### src/rtl/biquad_mac_sequencer.sv
// -----------------------------------------------------------------------------
// biquad_mac_sequencer
//
// Purpose:
//   Drives one shared MAC16 accumulator (Q2.14 x Q2.14 -> Q4.28 accumulate)
//   through a direct-form-I biquad. Each accepted sample x[n] costs five
//   multiply-accumulate taps plus MAC_LAT drain cycles. The result is then
//   rescaled to y[n] in Q2.14. The block owns the filter history
//   (x[n-1], x[n-2], y[n-1], y[n-2]) and every MAC control pin.
//
//   y[n] = b0*x + b1*x1 + b2*x2 + (-a1)*y1 + (-a2)*y2
//
// Optional feature:
//   BIQUAD_SAT_EN  when defined, an out-of-range accumulator (bits [31:29]
//                  not all equal) clamps to 0x7FFF / 0x8000. When undefined,
//                  y_out is the plain two's-complement slice [29:14].
//
// Ports:
//   clk_i          clock, single domain
//   rst_i          synchronous active-high reset
//   in_valid_i     x_in_i and coefficients valid
//   in_ready_o     high only while idle
//   x_in_i         x[n], Q2.14 signed
//   b0_i..b2_i     feed-forward coefficients, Q2.14 signed
//   a1_i, a2_i     feedback coefficients, Q2.14 signed (subtracted)
//   out_valid_o    one-cycle pulse: y_out_o has just been updated
//   y_out_o        y[n], Q2.14 signed, held until the next pulse
//   busy_o         inverse of in_ready_o
//   mac_rst_o      MAC pipeline/accumulator clear
//   mac_ce_o       MAC clock enable
//   mac_a_o        MAC coefficient operand
//   mac_b_o        MAC data operand
//   mac_result_i   MAC accumulator, Q4.28 signed
// -----------------------------------------------------------------------------
module biquad_mac_sequencer #(
  parameter int MAC_LAT = 2
) (
  input  logic        clk_i,
  input  logic        rst_i,
  input  logic        in_valid_i,
  output logic        in_ready_o,
  input  logic [15:0] x_in_i,
  input  logic [15:0] b0_i,
  input  logic [15:0] b1_i,
  input  logic [15:0] b2_i,
  input  logic [15:0] a1_i,
  input  logic [15:0] a2_i,
  output logic        out_valid_o,
  output logic [15:0] y_out_o,
  output logic        busy_o,
  output logic        mac_rst_o,
  output logic        mac_ce_o,
  output logic [15:0] mac_a_o,
  output logic [15:0] mac_b_o,
  input  logic [31:0] mac_result_i
);

  localparam int CNT_W = (MAC_LAT > 1) ? $clog2(MAC_LAT) : 1;
  localparam logic [CNT_W-1:0] DRAIN_LAST = CNT_W'(MAC_LAT - 1);

  typedef enum logic [2:0] {
    ST_IDLE  = 3'd0,
    ST_CLR   = 3'd1,
    ST_TAP0  = 3'd2,
    ST_TAP1  = 3'd3,
    ST_TAP2  = 3'd4,
    ST_TAP3  = 3'd5,
    ST_TAP4  = 3'd6,
    ST_DRAIN = 3'd7
  } state_e;

  // Saturating negation: -(-2.0) is not representable in Q2.14, so it
  // becomes the largest positive value instead of wrapping back to 0x8000.
  function automatic logic [15:0] neg_sat(input logic [15:0] v);
    if (v == 16'h8000) begin
      return 16'h7FFF;
    end else begin
      return 16'h0000 - v;
    end
  endfunction

  state_e            state_q, state_d;
  logic [CNT_W-1:0]  cnt_q, cnt_d;

  // Per-sample operand snapshot, frozen at accept.
  logic [15:0] x_q, x_d;
  logic [15:0] b0_q, b0_d;
  logic [15:0] b1_q, b1_d;
  logic [15:0] b2_q, b2_d;
  logic [15:0] a1_q, a1_d;
  logic [15:0] a2_q, a2_d;

  // Filter history.
  logic [15:0] x1_q, x1_d;
  logic [15:0] x2_q, x2_d;
  logic [15:0] y1_q, y1_d;
  logic [15:0] y2_q, y2_d;

  // Registered outputs.
  logic [15:0] y_q, y_d;
  logic        out_valid_q, out_valid_d;
  logic        mac_ce_q, mac_ce_d;
  logic [15:0] mac_a_q, mac_a_d;
  logic [15:0] mac_b_q, mac_b_d;

  // Result rescaling.
  logic        ovf_s;
  logic [15:0] y_new_s;
  logic        unused_bits_s;

  // Rescale Q4.28 accumulator to Q2.14 (truncate toward -inf), optional clamp.
  always_comb begin
    ovf_s = ~((mac_result_i[31:29] == 3'b000) | (mac_result_i[31:29] == 3'b111));
`ifdef BIQUAD_SAT_EN
    if (ovf_s) begin
      y_new_s = mac_result_i[31] ? 16'h8000 : 16'h7FFF;
    end else begin
      y_new_s = mac_result_i[29:14];
    end
`else
    y_new_s = mac_result_i[29:14];
`endif
    // Fraction bits below the Q2.14 LSB are dropped by design.
    unused_bits_s = ^{mac_result_i[13:0], ovf_s};
  end

  // Next-state, sample capture, history update and next operand selection.
  always_comb begin
    state_d     = state_q;
    cnt_d       = cnt_q;
    x_d         = x_q;
    b0_d        = b0_q;
    b1_d        = b1_q;
    b2_d        = b2_q;
    a1_d        = a1_q;
    a2_d        = a2_q;
    x1_d        = x1_q;
    x2_d        = x2_q;
    y1_d        = y1_q;
    y2_d        = y2_q;
    y_d         = y_q;
    out_valid_d = 1'b0;
    mac_ce_d    = 1'b0;
    mac_a_d     = 16'h0000;
    mac_b_d     = 16'h0000;

    case (state_q)
      ST_IDLE: begin
        if (in_valid_i) begin
          x_d     = x_in_i;
          b0_d    = b0_i;
          b1_d    = b1_i;
          b2_d    = b2_i;
          a1_d    = a1_i;
          a2_d    = a2_i;
          state_d = ST_CLR;
        end else begin
          state_d = ST_IDLE;
        end
      end
      ST_CLR:  state_d = ST_TAP0;
      ST_TAP0: state_d = ST_TAP1;
      ST_TAP1: state_d = ST_TAP2;
      ST_TAP2: state_d = ST_TAP3;
      ST_TAP3: state_d = ST_TAP4;
      ST_TAP4: begin
        state_d = ST_DRAIN;
        cnt_d   = '0;
      end
      ST_DRAIN: begin
        if (cnt_q == DRAIN_LAST) begin
          // The last product has landed in the accumulator: take the result.
          state_d     = ST_IDLE;
          cnt_d       = '0;
          y_d         = y_new_s;
          out_valid_d = 1'b1;
          x2_d        = x1_q;
          x1_d        = x_q;
          y2_d        = y1_q;
          y1_d        = y_new_s;
        end else begin
          cnt_d = cnt_q + CNT_W'(1);
        end
      end
      default: state_d = ST_IDLE;
    endcase

    // Operands are registered, so they are chosen for the state being entered.
    case (state_d)
      ST_TAP0: begin
        mac_ce_d = 1'b1;
        mac_a_d  = b0_q;
        mac_b_d  = x_q;
      end
      ST_TAP1: begin
        mac_ce_d = 1'b1;
        mac_a_d  = b1_q;
        mac_b_d  = x1_q;
      end
      ST_TAP2: begin
        mac_ce_d = 1'b1;
        mac_a_d  = b2_q;
        mac_b_d  = x2_q;
      end
      ST_TAP3: begin
        mac_ce_d = 1'b1;
        mac_a_d  = neg_sat(a1_q);
        mac_b_d  = y1_q;
      end
      ST_TAP4: begin
        mac_ce_d = 1'b1;
        mac_a_d  = neg_sat(a2_q);
        mac_b_d  = y2_q;
      end
      ST_DRAIN: begin
        mac_ce_d = 1'b1;
      end
      default: begin
        mac_ce_d = 1'b0;
      end
    endcase
  end

  // State, snapshot, history and output registers.
  always_ff @(posedge clk_i) begin
    if (rst_i) begin
      state_q     <= ST_IDLE;
      cnt_q       <= '0;
      x_q         <= 16'h0000;
      b0_q        <= 16'h0000;
      b1_q        <= 16'h0000;
      b2_q        <= 16'h0000;
      a1_q        <= 16'h0000;
      a2_q        <= 16'h0000;
      x1_q        <= 16'h0000;
      x2_q        <= 16'h0000;
      y1_q        <= 16'h0000;
      y2_q        <= 16'h0000;
      y_q         <= 16'h0000;
      out_valid_q <= 1'b0;
      mac_ce_q    <= 1'b0;
      mac_a_q     <= 16'h0000;
      mac_b_q     <= 16'h0000;
    end else begin
      state_q     <= state_d;
      cnt_q       <= cnt_d;
      x_q         <= x_d;
      b0_q        <= b0_d;
      b1_q        <= b1_d;
      b2_q        <= b2_d;
      a1_q        <= a1_d;
      a2_q        <= a2_d;
      x1_q        <= x1_d;
      x2_q        <= x2_d;
      y1_q        <= y1_d;
      y2_q        <= y2_d;
      y_q         <= y_d;
      out_valid_q <= out_valid_d;
      mac_ce_q    <= mac_ce_d;
      mac_a_q     <= mac_a_d;
      mac_b_q     <= mac_b_d;
    end
  end

  assign in_ready_o  = (state_q == ST_IDLE);
  assign busy_o      = ~in_ready_o;
  // The MAC clear follows the reset pin directly so the MAC is cleared
  // in the same cycles as this block.
  assign mac_rst_o   = rst_i | (state_q == ST_CLR);
  assign mac_ce_o    = mac_ce_q;
  assign mac_a_o     = mac_a_q;
  assign mac_b_o     = mac_b_q;
  assign out_valid_o = out_valid_q;
  assign y_out_o     = y_q;

endmodule

### config.mk
export PLATFORM = sky130hd
export DESIGN_NAME = biquad_mac_sequencer
export DESIGN_NICKNAME = d
export VERILOG_FILES = /design/src/rtl/biquad_mac_sequencer.sv
export SDC_FILE = /design/constraint.sdc
export NUM_CORES = 1
export LEC_CHECK = 0
export CAP_MARGIN = 15
export CORE_MARGIN = 2
export CORE_UTILIZATION = 54
export DETAILED_ROUTE_END_ITERATION = 8
export PLACE_DENSITY = 0.89
export REMOVE_ABC_BUFFERS = 1
export SLEW_MARGIN = 20
export SYNTH_ARGS = -nofsm -noshare
export SYNTH_HDL_FRONTEND = slang
export SYNTH_SLANG_ARGS = --single-unit
### constraint.sdc
create_clock -name clk_i -period 3.6 [get_ports clk_i]
set_input_delay 0.9 -clock clk_i [delete_from_list [all_inputs] [get_ports clk_i]]
set_output_delay 0.9 -clock clk_i [all_outputs]
set_load 0.01 [all_outputs]
==> reports/results.ini <==
[status]
status=finished clean

[floorplan]
die_h_um=127
ios=184
die_area_sq_um=16200
rows=45
die_w_um=127
initial_core_util=0.547
coreArea_sq_um=15000

[hold_path]
min-delay-path-class=reg -> reg
holdPathEnd=b2_q[8]
min-delay-start=b2_q[8]
whs_path_depth=2

[timing]
finalSetupViolations=0
fin_ws_ns=0.506
finalCritPeriodShare=0.860
slew_violations=0
worst_slew_pin_slew_ns=0.783
rsz0062_at_grt=false
post-route-min-period_ns=3.09
slew_headroom=0.474
totalNegativeSetupSlack_ns=0
fin_skew_ns=0.00802
final_hold_viol_count=0
max_freq_mhz=323

[global_routing]
antenna_found_initial=0
grt_max_degree=69
gr-usage-all-layers=0.268
grt.overflow.total=0
grt_pass1_wl_um=35000
grt_pass1_vias=7105

[clocking]
clkTransAtPathRegs_ns=0.07
clk_path_buf_depth=2
htreeDepth=4
cts-buffers-inserted=17
root_buffer=clkbuf_16
clock_latency_ns=0.43
cts_tree=done
cts_setup_buffers=0
cts_resized=0
cts.sinks=198
cts_hold_buf=0

[detailed_routing]
dr.first_iter.drc_count=767
detail-route-antenna-nets=0
vias_per_cell=5.63
dr.pass1.iters=7
drc=0
num_vias=7803
routed_wl_um=22100
drt-wirelength-per-cell_um=16.0

[placed_design]
dp_hpwl_um=14100
dpl.cell_count=1356
io_buffer_count=167
pre_cts_slack_ns=0.973
globalplace.congestion=0.851

[setup_path]
cp_cell_sequence=buf_4 -> nor2b_1 -> a21o_1 -> clkdlybuf4s50_1
cp-start-kind=register
ff2ff_path_depth=8
crit_slowest_cell=clkdlybuf4s50_1
required_ns=2.70
crit_fanout=43
slowest_delay_ns=0.53
crit_type=reg -> out
r2r_start=a2_q[0]
cp.arrival_ns=2.19
path_delay_family=buffers and inverters
endpoint_kind=output pin
crit_buf_inv=2
reg2reg_to=mac_a_o[3]
rrSetupSlack_ns=1.12

[power_and_ir_drop]
peakVddDrop_mv=0.359
powerDensity_nw_per_um2=463
power.total_w=0.00486
p_leak_nw=3.61

[yosys]
seq_area_frac_synth=0.482
ys_top_cells_by_count=nand2_1 (365), dfxtp_1 (198), a21oi_1 (174)
ys_warn_count=0
syn-cell-area_sq_um=8230
postSynth.asyncResetShare=0
synth-main-ff-cell=dfxtp_1
synth_area_leaders=dfxtp_1 (48%), nand2_1 (17%), a21oi_1 (11%), clkbuf_1 (2.9%), mux2i_1 (2.3%)
synth_edf_count=0
syn_area_per_cell_sq_um=7.72
synth_most_common_cell=nand2_1
ys_ff_latch=198
yosys.area.top_type=dfxtp_1
syn_inst=1065
yosysTopAreaCellShare=0.482
ys_types=48

[final_layout]
area_growth_pct=27.4
final_cells=1385
final_util=0.697
n_antenna_cell=0
fin_nets=1320
drive_gt1_frac=0.0627
ff_latch_area_sq_um=3970
n_fill_cell=1213
multi_input_area_sq_um=3930

[flow_run]
maxCapViolCount=0

-- state kept, by name, summed over array words and instances (netlist names), 16 cells and up --
signal / flops
b1_q: 16
b2_q: 16
b0_q: 16
mac_b_o: 16
x2_q: 16
y_out_o: 16
mac_a_o: 16
x1_q: 16
x_q: 16
y2_q: 16
a1_q: 16
a2_q: 16
-- worst reg2reg max path: stages (launching register included) --
cell and delay, ns:
dfxtp_1 0.34, inv_1 0.07, ha_1 0.17, or3b_2 0.50
nor2_1 0.30, nand2_1 0.18, nor2_1 0.43, o21ai_0 0.22
a31oi_1 0.21
-- power by group --
part,switching [W],internal (W)
Sequential,0.0000698,0.00228
Combinational,0.000441,0.000350
Clock,0.000803,0.000906
Total,0.00131,0.00354
-- worst max-delay path by stage --
stage / slack, ns / end / depth (start not counted) / startpoint
2_1_floorplan: 0.07 / mac_b_o[0] / 4 / state_q[2]
3_5_place_dp: 0.97 / mac_rst_o / 3 / rst_i
5_1_grt: 0.42 / mac_rst_o / 4 / state_q[0]
4_1_cts: 0.52 / mac_rst_o / 4 / state_q[0]
6_report: 0.51 / mac_rst_o / 4 / state_q[0]
3_3_place_gp: 0.97 / mac_rst_o / 3 / rst_i
-- placed cells by master, fill, tap and decap left out, types with 4 or more instances in the layout --
cell type        netlist  final
a22o_1                10     10
nor4_1                 6      6
mux2_2                16     16
mux2i_1               19     19
o21ai_1                9      9
nor2_1                43     43
a222oi_1              16     16
clkbuf_16              0     17
nand3b_1               4      4
a22oi_1                5      5
a21oi_1              174    174
xnor2_1               12     12
o21ai_0               29     29
dfxtp_1              198    195
nand3_1                7      7
buf_4                  3     18
inv_1                  6      6
nand2_1              365    364
clkdlybuf4s50_1        0    166
a31oi_1               13     13
nor3_1                12     11
-- cell type report --
| cell class | instances | share of cell area |
|---|---|---|
| Tap cell | 188 | 0.0224 |
| Timing Repair Buffer | 185 | 0.173 |
| Multi-Input combinational cell | 779 | 0.374 |
| Clock buffer | 21 | 0.0439 |
| Sequential cell | 198 | 0.378 |
| Inverter | 6 | 0.00215 |
| Clock inverter | 8 | 0.00525 |
-- per-layer routing --
metal | vias up | GRT usage | part of all wire
met1 | 3640 | 0.353 | 0.43
met4 | 0 | 0.116 | 0.023
li1 | 3828 | - | -
met5 | - | 0 | 0
met3 | 36 | 0.0436 | 0.058
met2 | 299 | 0.436 | 0.49
-- metrics by stage --
stage	instance area (sq um)	hold slack (ns)
2_1_floorplan	7890	0.427
3_3_place_gp	9970	0.440
5_1_grt	10500	0.468
6_report	10500	0.451
3_5_place_dp	9970	0.446
4_1_cts	10500	0.455
-- logic make-up after synthesis --
kind of cell	Yosys count	synth area share
simple gates	464	0.230
buf+inv	88	0.0433
xor+xnor	14	0.0149
fa+ha+maj	2	0.00304
compound gates	264	0.182
mux	35	0.0450
flops	198	0.482
(Power assumes the default switching activity.)
